[src/rtl/pc_fetch_unit_pkg.sv]
// rtl/pc_fetch_unit_pkg.sv - shared types and constants for the fetch stage and control unit
package pc_fetch_unit_pkg;

  localparam int         PC_W_DEFAULT     = 8;
  localparam logic [7:0] RESET_PC_DEFAULT = 8'h00;

  typedef enum logic {
    ST_FETCH = 1'b0,
    ST_EXEC  = 1'b1
  } state_t;

  // Command encoding in ascending priority; the control unit uses the same order.
  typedef enum logic [2:0] {
    CMD_NONE   = 3'd0,
    CMD_BRANCH = 3'd1,
    CMD_JUMP   = 3'd2,
    CMD_CALL   = 3'd3,
    CMD_RET    = 3'd4
  } cmd_t;

  // Pick the single winning command when several are raised together.
  function automatic cmd_t cmd_decode(input logic ret_en, input logic call_en,
                                      input logic jump_en, input logic br_en);
    if (ret_en)       return CMD_RET;
    else if (call_en) return CMD_CALL;
    else if (jump_en) return CMD_JUMP;
    else if (br_en)   return CMD_BRANCH;
    else              return CMD_NONE;
  endfunction

  // True when more than one command line is raised at once.
  function automatic logic cmd_conflict(input logic ret_en, input logic call_en,
                                        input logic jump_en, input logic br_en);
    logic [2:0] n;
    n = {2'b00, ret_en} + {2'b00, call_en} + {2'b00, jump_en} + {2'b00, br_en};
    return (n > 3'd1);
  endfunction

endpackage

[src/rtl/pc_fetch_unit_ras_stack.sv]
// rtl/pc_fetch_unit_ras_stack.sv - circular return-address LIFO with overwrite-oldest on full
module pc_fetch_unit_ras_stack #(
  parameter int DEPTH = 4,
  parameter int W     = 8
) (
  input  logic         clk,
  input  logic         rst_n,
  input  logic         push,
  input  logic         pop,
  input  logic [W-1:0] push_data,
  output logic [W-1:0] pop_data,
  output logic         full,
  output logic         empty
);

  localparam int PTR_W = $clog2(DEPTH);

  logic [W-1:0]     mem [DEPTH];
  logic [PTR_W-1:0] wr_ptr;
  logic [PTR_W:0]   count;
  logic [PTR_W-1:0] top_idx;

  assign top_idx  = wr_ptr - PTR_W'(1);
  assign full     = (count == (PTR_W+1)'(DEPTH));
  assign empty    = (count == '0);
  assign pop_data = empty ? '0 : mem[top_idx];

  // Pointer and occupancy; when full the write pointer sits on the oldest entry.
  always_ff @(posedge clk or negedge rst_n) begin
    if (!rst_n) begin
      wr_ptr <= '0;
      count  <= '0;
    end else if (pop) begin
      if (!empty) begin
        wr_ptr <= top_idx;
        count  <= count - 1'b1;
      end
    end else if (push) begin
      wr_ptr <= wr_ptr + PTR_W'(1);
      if (!full) count <= count + 1'b1;
    end
  end

  // Entry storage; contents need no reset since count gates every read.
  always_ff @(posedge clk) begin
    if (push && !pop) mem[wr_ptr] <= push_data;
  end

endmodule

[src/rtl/pc_fetch_unit.sv]
// rtl/pc_fetch_unit.sv - program counter, instruction fetch handshake and branch resolution
module pc_fetch_unit
  import pc_fetch_unit_pkg::*;
#(
  parameter int              PC_W      = PC_W_DEFAULT,
  parameter int              RAS_DEPTH = 4,
  parameter logic [PC_W-1:0] RESET_PC  = PC_W'(RESET_PC_DEFAULT)
) (
  input  logic            clk,
  input  logic            rst_n,
  output logic            imem_req,
  input  logic            imem_ack,
  input  logic [7:0]      imem_rdata,
  output logic [7:0]      instr,
  output logic            instr_valid,
  input  logic            exec_done,
  input  logic            br_en,
  input  logic            alu_zero,
  input  logic [7:0]      br_offset,
  input  logic            jump_en,
  input  logic            call_en,
  input  logic            ret_en,
  input  logic [PC_W-1:0] jump_target,
  output logic [PC_W-1:0] pc,
  output logic            ras_overflow,
  output logic            ras_underflow,
  output logic            cmd_error
);

  state_t          state_q, state_d;
  cmd_t            cmd;
  logic            fetch_fire, exec_fire;
  logic [PC_W-1:0] pc_q, pc_d, pc_plus1, off_ext, br_target;
  logic            ras_push, ras_pop, ras_full, ras_empty;
  logic [PC_W-1:0] ras_pop_data;

  // An ack only counts against an outstanding request, so a stray ack in EXEC is dropped.
  assign fetch_fire = (state_q == ST_FETCH) && imem_req && imem_ack;
  assign exec_fire  = (state_q == ST_EXEC) && exec_done;
  assign cmd        = cmd_decode(ret_en, call_en, jump_en, br_en);

  assign pc_plus1  = pc_q + PC_W'(1);
  assign off_ext   = PC_W'($signed(br_offset));
  assign br_target = pc_plus1 + off_ext;

  assign ras_push = exec_fire && (cmd == CMD_CALL);
  assign ras_pop  = exec_fire && (cmd == CMD_RET);

  pc_fetch_unit_ras_stack #(
    .DEPTH (RAS_DEPTH),
    .W     (PC_W)
  ) u_ras_stack (
    .clk       (clk),
    .rst_n     (rst_n),
    .push      (ras_push),
    .pop       (ras_pop),
    .push_data (pc_plus1),
    .pop_data  (ras_pop_data),
    .full      (ras_full),
    .empty     (ras_empty)
  );

  // Resolve the next PC from the winning command.
  always_comb begin
    pc_d = pc_plus1;
    unique case (cmd)
      CMD_RET:    pc_d = ras_empty ? pc_plus1 : ras_pop_data;
      CMD_CALL:   pc_d = jump_target;
      CMD_JUMP:   pc_d = jump_target;
      CMD_BRANCH: pc_d = alu_zero ? br_target : pc_plus1;
      default:    pc_d = pc_plus1;
    endcase
  end

  // FSM state register.
  always_ff @(posedge clk or negedge rst_n) begin
    if (!rst_n) state_q <= ST_FETCH;
    else        state_q <= state_d;
  end

  // FSM next-state: fetch until acked, then hold until execution completes.
  always_comb begin
    state_d = state_q;
    unique case (state_q)
      ST_FETCH: if (fetch_fire) state_d = ST_EXEC;
      ST_EXEC:  if (exec_done)  state_d = ST_FETCH;
      default:  state_d = ST_FETCH;
    endcase
  end

  // Datapath registers: request, captured instruction, pc and sticky error flags.
  always_ff @(posedge clk or negedge rst_n) begin
    if (!rst_n) begin
      imem_req      <= 1'b0;
      instr         <= 8'h00;
      instr_valid   <= 1'b0;
      pc_q          <= RESET_PC;
      ras_overflow  <= 1'b0;
      ras_underflow <= 1'b0;
      cmd_error     <= 1'b0;
    end else begin
      imem_req <= (state_d == ST_FETCH);
      if (fetch_fire) begin
        instr       <= imem_rdata;
        instr_valid <= 1'b1;
      end
      if (exec_fire) begin
        instr_valid <= 1'b0;
        pc_q        <= pc_d;
        if (ras_push && ras_full)  ras_overflow  <= 1'b1;
        if (ras_pop && ras_empty)  ras_underflow <= 1'b1;
        if (cmd_conflict(ret_en, call_en, jump_en, br_en)) cmd_error <= 1'b1;
      end
    end
  end

  assign pc = pc_q;

endmodule

[config.mk]
export PLATFORM = sky130hd
export DESIGN_NAME = pc_fetch_unit
export DESIGN_NICKNAME = d
export VERILOG_FILES = /design/src/rtl/pc_fetch_unit_pkg.sv /design/src/rtl/pc_fetch_unit_ras_stack.sv /design/src/rtl/pc_fetch_unit.sv
export SDC_FILE = /design/constraint.sdc
export NUM_CORES = 1
export LEC_CHECK = 0
export CORE_ASPECT_RATIO = 0.9
export CORE_MARGIN = 2
export CORE_UTILIZATION = 50
export CTS_BUF_LIST = sky130_fd_sc_hd__clkbuf_8
export DETAILED_ROUTE_END_ITERATION = 8
export DONT_BUFFER_PORTS = 1
export MAX_ROUTING_LAYER = met4
export PLACE_DENSITY = 0.69
export REMOVE_ABC_BUFFERS = 1
export SETUP_SLACK_MARGIN = 0.1
export SLEW_MARGIN = 25
export SYNTH_ARGS = -nofsm -noshare
export SYNTH_HDL_FRONTEND = slang
export SYNTH_SLANG_ARGS = --single-unit
[constraint.sdc]
create_clock -name clk -period 2.8 [get_ports clk]
set_input_delay 0.42 -clock clk [delete_from_list [all_inputs] [get_ports clk]]
set_output_delay 0.42 -clock clk [all_outputs]
set_load 0.01 [all_outputs]
Yosys cells after proc, flatten, opt, wreduce, memory -nomap -nowiden. Memory sizes are Yosys's and may differ from the RTL's. Cells that the tools add are included.

Register bits after elaboration: 27. Bits in latches: 0. RAM bits: 32. ROM bits: 0. Input port bits: 33. Output and inout port bits: 21. Word-level logic and storage cells: 69. Memories kept: 1.

Memories: u_ras_stack.mem (depth 4, width 8, read ports 1, clocked after memory_dff 0, wr ports 1, RTL line pc_fetch_unit_ras_stack.sv:18) `logic [W-1:0] mem [DEPTH];`.

$add $sub $neg: 9. Multiply operators: 0. Divide/modulo/power cells: 0. Order comparisons: 1. Equal/unequal tests: 7. Shifts and indexed selects: 0. Mux-type cells: 21. Bitwise logic cells: 2. Reduce and logical (&&, ||, !) cells: 18.

Operators with widths (number): 8-bit case mux with 3 select lines (1); 8-bit two-way mux (2); 3-bit two-way mux (5); 2-bit two-way mux (5); 8-bit by 1-bit adder with 8-bit output, second input constant (1); 8-bit adder (1); 1-bit logical AND (8); 2-bit AND reduction (4); 1-bit two-way mux (7); 3-bit by 2-bit equality test with 1-bit output, second input constant (2); 3-bit equality test, second input constant (2); 2-bit inequality test, second input constant (2); 2-bit nonzero test (2); 2-bit by 1-bit adder with 3-bit output (1); 3-bit by 1-bit adder with 3-bit output (1); 3-bit by 1-bit adder with 3-bit output, second input constant (1); 3-bit by 1-bit equality test with 1-bit output, second input constant (1); 3-bit by 1-bit greater-than comparator with 1-bit output, second input constant (1); 3-bit logical NOT (1); 3-bit AND reduction (1); 3-bit by 1-bit subtractor with 3-bit output, second input constant (1); 1-bit by 1-bit adder with 2-bit output (1); 2-bit by 1-bit adder with 2-bit output, second input constant (1); 1-bit NOT (2); other kinds (4) (4).

Longest topological paths before layout.
Depth in word-level cells: 10. Mapped depth: 10. Mapped depth without buffers: 9.

Hierarchy. A second synthesis with hierarchy kept.

Cells, all modules: 276. Area total of the unflattened synthesis: 3286.9 um2.

Modules (own cells, without submodules): pc_fetch_unit (times used 1, cells each 179, area an instance 1647.8 um2, seq. area each 550.5 um2); pc_fetch_unit_ras_stack (times used 1, cells each 97, area an instance 1639.1 um2, seq. area each 1086.0 um2).

Worst setup path after synthesis. Ideal clock, no wire load.

Path type: flip-flop to flip-flop. From: register pc_q[0] (netlist: pc[0]). To: register pc_q[7] (netlist: pc[7]). Setup time: 0.092 ns. Data arrival time: 2.340 ns. Data required time: 2.708 ns. Path slack: 0.368 ns. Stages on the path, launching flop included: 10. Path buffers: 0. Clock period less this slack: 2.432 ns. Cells stage by stage: dfrtp_1 -> ha_1 -> nand3_1 -> xnor2_1 -> ha_1 -> nand3_1 -> o2111ai_1 -> a21o_1 -> and4_1 -> o31ai_2.

Word-level cells in the longest chain between the ends: 4. Elaborated cells between the ends (all ways): 5. Classes of those cells: 2 x add/sub; 3 x mux.

RTL lines: from (decl) (RTL line pc_fetch_unit.sv:33) `logic [PC_W-1:0] pc_q, pc_d, pc_plus1, off_ext, br_target;`; from (signal assigned) (RTL line pc_fetch_unit.sv:109) `pc_q <= pc_d;`; 8-bit by 1-bit adder with 8-bit output (RTL line pc_fetch_unit.sv:42) `assign pc_plus1 = pc_q + PC_W'(1);`; via pc_plus1[4] (RTL line pc_fetch_unit.sv:33); 8-bit adder (RTL line pc_fetch_unit.sv:44) `assign br_target = pc_plus1 + off_ext;`; 8-bit two-way mux (RTL line pc_fetch_unit.sv:70) `CMD_BRANCH: pc_d = alu_zero ? br_target : pc_plus1;`; 8-bit case mux with 3 select lines (RTL line pc_fetch_unit.sv:66) `unique case (cmd)`.

The timed path passes the listed nets, and every way through them passes these cells. A chain may end at the register's enable or synchronous reset.

Worst setup path in the final report. Ends and elaborated chain as after synthesis.

==> flow_summary_export.csv <==
group,metric,value,unit
outcome,status,"finished, final reports clean",
timing,rsz0062_at_grt,"no",
logic_synthesis,synth_top_area_share,29.1,%
logic_synthesis,synth_top_family_by_area,"compound AO/OA/AOI/OAI gates",
timing,hold_ws,0.189,ns
hold_path,min_to,"pc[0]$_DFFE_PN0P_",
routing,viasPerCell,6.05,
logic_synthesis,synth_edf_count,32,
logic_synthesis,synth_cells,281,
flow_run,cap_viol_max_count,0,
logic_synthesis,synth_flop_cell,"edfxtp_1",
power,p_leak,1.37,nW
logic_synthesis,async_reset_ff_share,45.8,%
placed_design,gp_congestion,0.873,
cts,htreeDepth,3,
floorplanning,rows,28,
timing,setup_viol,0,
floorplanning,initial_core_util,50.9,%
placed_design,port_buffers,0,
global_routing,grt_pass1_wl,12.1,mm
logic_synthesis,yosys-top-cells-area,"edfxtp_1 29%, dfrtp_1 20%, mux4_2 5.5%",
worst_setup_path,path_class,"reg -> reg",
timing,max_freq,406,MHz
worst_setup_path,rrSetupSlack,0.34,ns
timing,slew_headroom,53.0,%
hold_path,hp-start,"ret_en",
floorplanning,coreArea,6480,sq um
routing,wl,7.79,mm
logic_synthesis,yosysSeqAreaShare,49.6,%
timing,slew_violations,0,
cells_and_area,drive_gt1_share,18.2,%
routing,drt-pass1-iter-count,5,
worst_setup_path,critPathCaptureType,"flip-flop",
timing,max_slew.worst_pin.slew,0.701,ns
cts,clk_pin_slew,0.07,ns
timing,setup_ws,0.338,ns
global_routing,grt_usage,23.5,%
hold_path,holdPathStages,1,
floorplanning,die_h,81.0,um
cells_and_area,antenna_cells,0,
cts,cts-root-buf,"clkbuf_8",
worst_setup_path,worstPathArrival,2.72,ns
worst_setup_path,worstRegToRegCells,9,
logic_synthesis,synth-seq-cells,59,
worst_setup_path,crit_start,"pc[0]$_DFFE_PN0P_",
cells_and_area,fin_util,55.8,%
global_routing,grt_max_degree,28,
cells_and_area,nets,341,
cells_and_area,fill_cells,554,
cts,cts.sink_count,59,
routing,via_count,2335,
worst_setup_path,r2r-start,"pc[0]$_DFFE_PN0P_",
logic_synthesis,synth_fa_ha_area_share,7.13,%
cts,clockBufferDepth,2,
routing,drt_iter0_markers,274,
hold_path,holdCritPathClass,"in -> reg",
timing,min_period_over_period,87.9,%
routing,drc,0,
floorplanning,pin_count,54,
logic_synthesis,yosys.area_share.simple,13.2,%
timing,final.setup_skew,0.00942,ns
cts,clock_latency,0.34,ns
logic_synthesis,synth_mux_area_share,9.45,%
logic_synthesis,synth_common_cells,"32 x edfxtp_1, 27 x dfrtp_1, 23 x nand2_1",
cts,numCtsBuffers,9,
floorplanning,fp.dieW,89.6,um
placed_design,post-place-ws,0.425,ns
cts,cts_resized,0,
global_routing,antenna_found_initial,0,
routing,wl_per_cell,20.2,um
logic_synthesis,yosysTopAreaCell,"edfxtp_1",
power,irDropWorstVdd,0.547,mV
floorplanning,die_area,7260,sq um
logic_synthesis,avgSynthCellArea,11.7,sq um
logic_synthesis,yosysMostFrequentCell,"edfxtp_1",
logic_synthesis,yosysWarnings,0,
timing,min_period,2.46,ns
logic_synthesis,yosys.cell_types.count,56,
logic_synthesis,synth_xor_area_share,2.88,%
worst_setup_path,path_max_fanout,6,
cells_and_area,syn2layout_area_growth,9.68,%
power,power_density,1090,nW/um^2
logic_synthesis,synth-compound-area-share,14.1,%
cts,cts_tree,"yes",
timing,hold_viol_final,0,
worst_setup_path,worst_setup_path_start_kind,"flip-flop",
global_routing,overflow,0,
routing,ant_nets,0,
logic_synthesis,synthesis.area,3300,sq um
timing,tns,0,ns
global_routing,grt_pass1_vias,2272,
placed_design,hpwl,5.64,mm
worst_setup_path,worstPathRequired,3.06,ns
worst_setup_path,r2r_end,"pc[7]$_DFFE_PN0P_",
-- final cells by class --
| class | instances | area, sq um | area share [%] |
|---|---|---|---|
| Timing Repair Buffer | 11 | 97.6 | 2.70 |
| Multi-Input combinational cell | 197 | 1540 | 42.7 |
| Clock inverter | 6 | 38.8 | 1.07 |
| Inverter | 13 | 48.8 | 1.35 |
| Tap cell | 90 | 113 | 3.11 |
| Clock buffer | 10 | 138 | 3.81 |
| Sequential cell | 59 | 1640 | 45.3 |
-- power by group --
part           leakage, nW  switching (mW)  internal [mW]
clock               0.0929           0.366          0.344
sequential           0.599           0.283           1.22
combinational        0.681           0.975          0.774
-- how the worst max path moves through the flow --
stage	to
after floorplan	pc[7]$_DFFE_PN0P_
after global placement	pc[7]$_DFFE_PN0P_
after detailed placement	pc[7]$_DFFE_PN0P_
after CTS	pc[7]$_DFFE_PN0P_
after global routing	pc[7]$_DFFE_PN0P_
final	pc[7]$_DFFE_PN0P_
-- logic make-up (layout without fill, tap and decap cells) --
| family | Yosys count | count (layout) |
|---|---|---|
| and+or+nand+nor | 77 | 77 |
| buffers and inverters | 25 | 40 |
| xor gates and xnor gates | 10 | 10 |
| AOI/OAI and AO/OA | 73 | 73 |
| muxes | 20 | 20 |
| adders and majority gates | 17 | 17 |
| DFF | 59 | 59 |
-- state kept, by name, indices dropped and copies added (netlist names) --
name and count:
instr_valid 1, ras_underflow 1, ras_overflow 1, state_q 1, instr 8, u_ras_stack.wr_ptr 2, imem_req 1, pc 8
u_ras_stack.count 3, cmd_error 1, u_ras_stack.mem 32
-- worst max-delay path: stages, from the launching register on --
cell       delay [ns]
dfrtp_1          0.41
ha_1             0.28
nand3_1          0.12
xnor2_1          0.31
ha_1             0.37
nand3_1          0.12
o2111ai_1        0.16
a21o_1           0.20
and4_1           0.20
o31ai_2          0.20
-- per-stage QoR --
step | power (mW) | instances | cell area [sq um]
after global placement | 3.20 | 368 | 3410
after CTS | 3.97 | 386 | 3620
after detailed placement | 3.24 | 368 | 3410
after floorplan | 2.71 | 269 | 3230
final | 3.96 | 386 | 3620
after global routing | 4.25 | 386 | 3620
-- cell usage in the layout, fill, tap and decap left out, types with 3 or more instances in the layout --
master,netlist,layout
o21ai_1,7,7
a21oi_1,18,18
nor2_1,9,9
mux2_2,9,9
nor3_1,4,4
o211ai_1,5,5
o21ai_0,8,8
o22ai_1,6,6
fa_1,3,3
mux4_2,8,8
nand2_1,23,23
edfxtp_1,32,32
xnor2_1,4,4
and2_1,5,5
mux2i_1,3,3
o21bai_1,4,4
a211oi_1,3,3
xor2_1,5,5
clkbuf_8,0,10
dfrtp_1,27,27
nand3_1,14,14
buf_4,0,9
ha_1,14,14
inv_1,13,13
nor3_2,3,3
a31oi_1,7,7
-- repair_timing --
action	in CTS	in global routing
hold endpoints to repair	27	0
setup buffers	0	0
setup endpoints to repair	0	0
hold buffers	2	0
-- layer usage --
layer / global-route usage (%) / part of all wire, % / vias to the layer above
met1: 31.3 / 42 / 1159
met3: 7.32 / 7.7 / 10
met4: 5.82 / 1.4 / 0
li1: - / - / 1087
met2: 35.4 / 49 / 79
met5: - / 0 / -
Note: power is estimated with default switching activity, not from simulation.
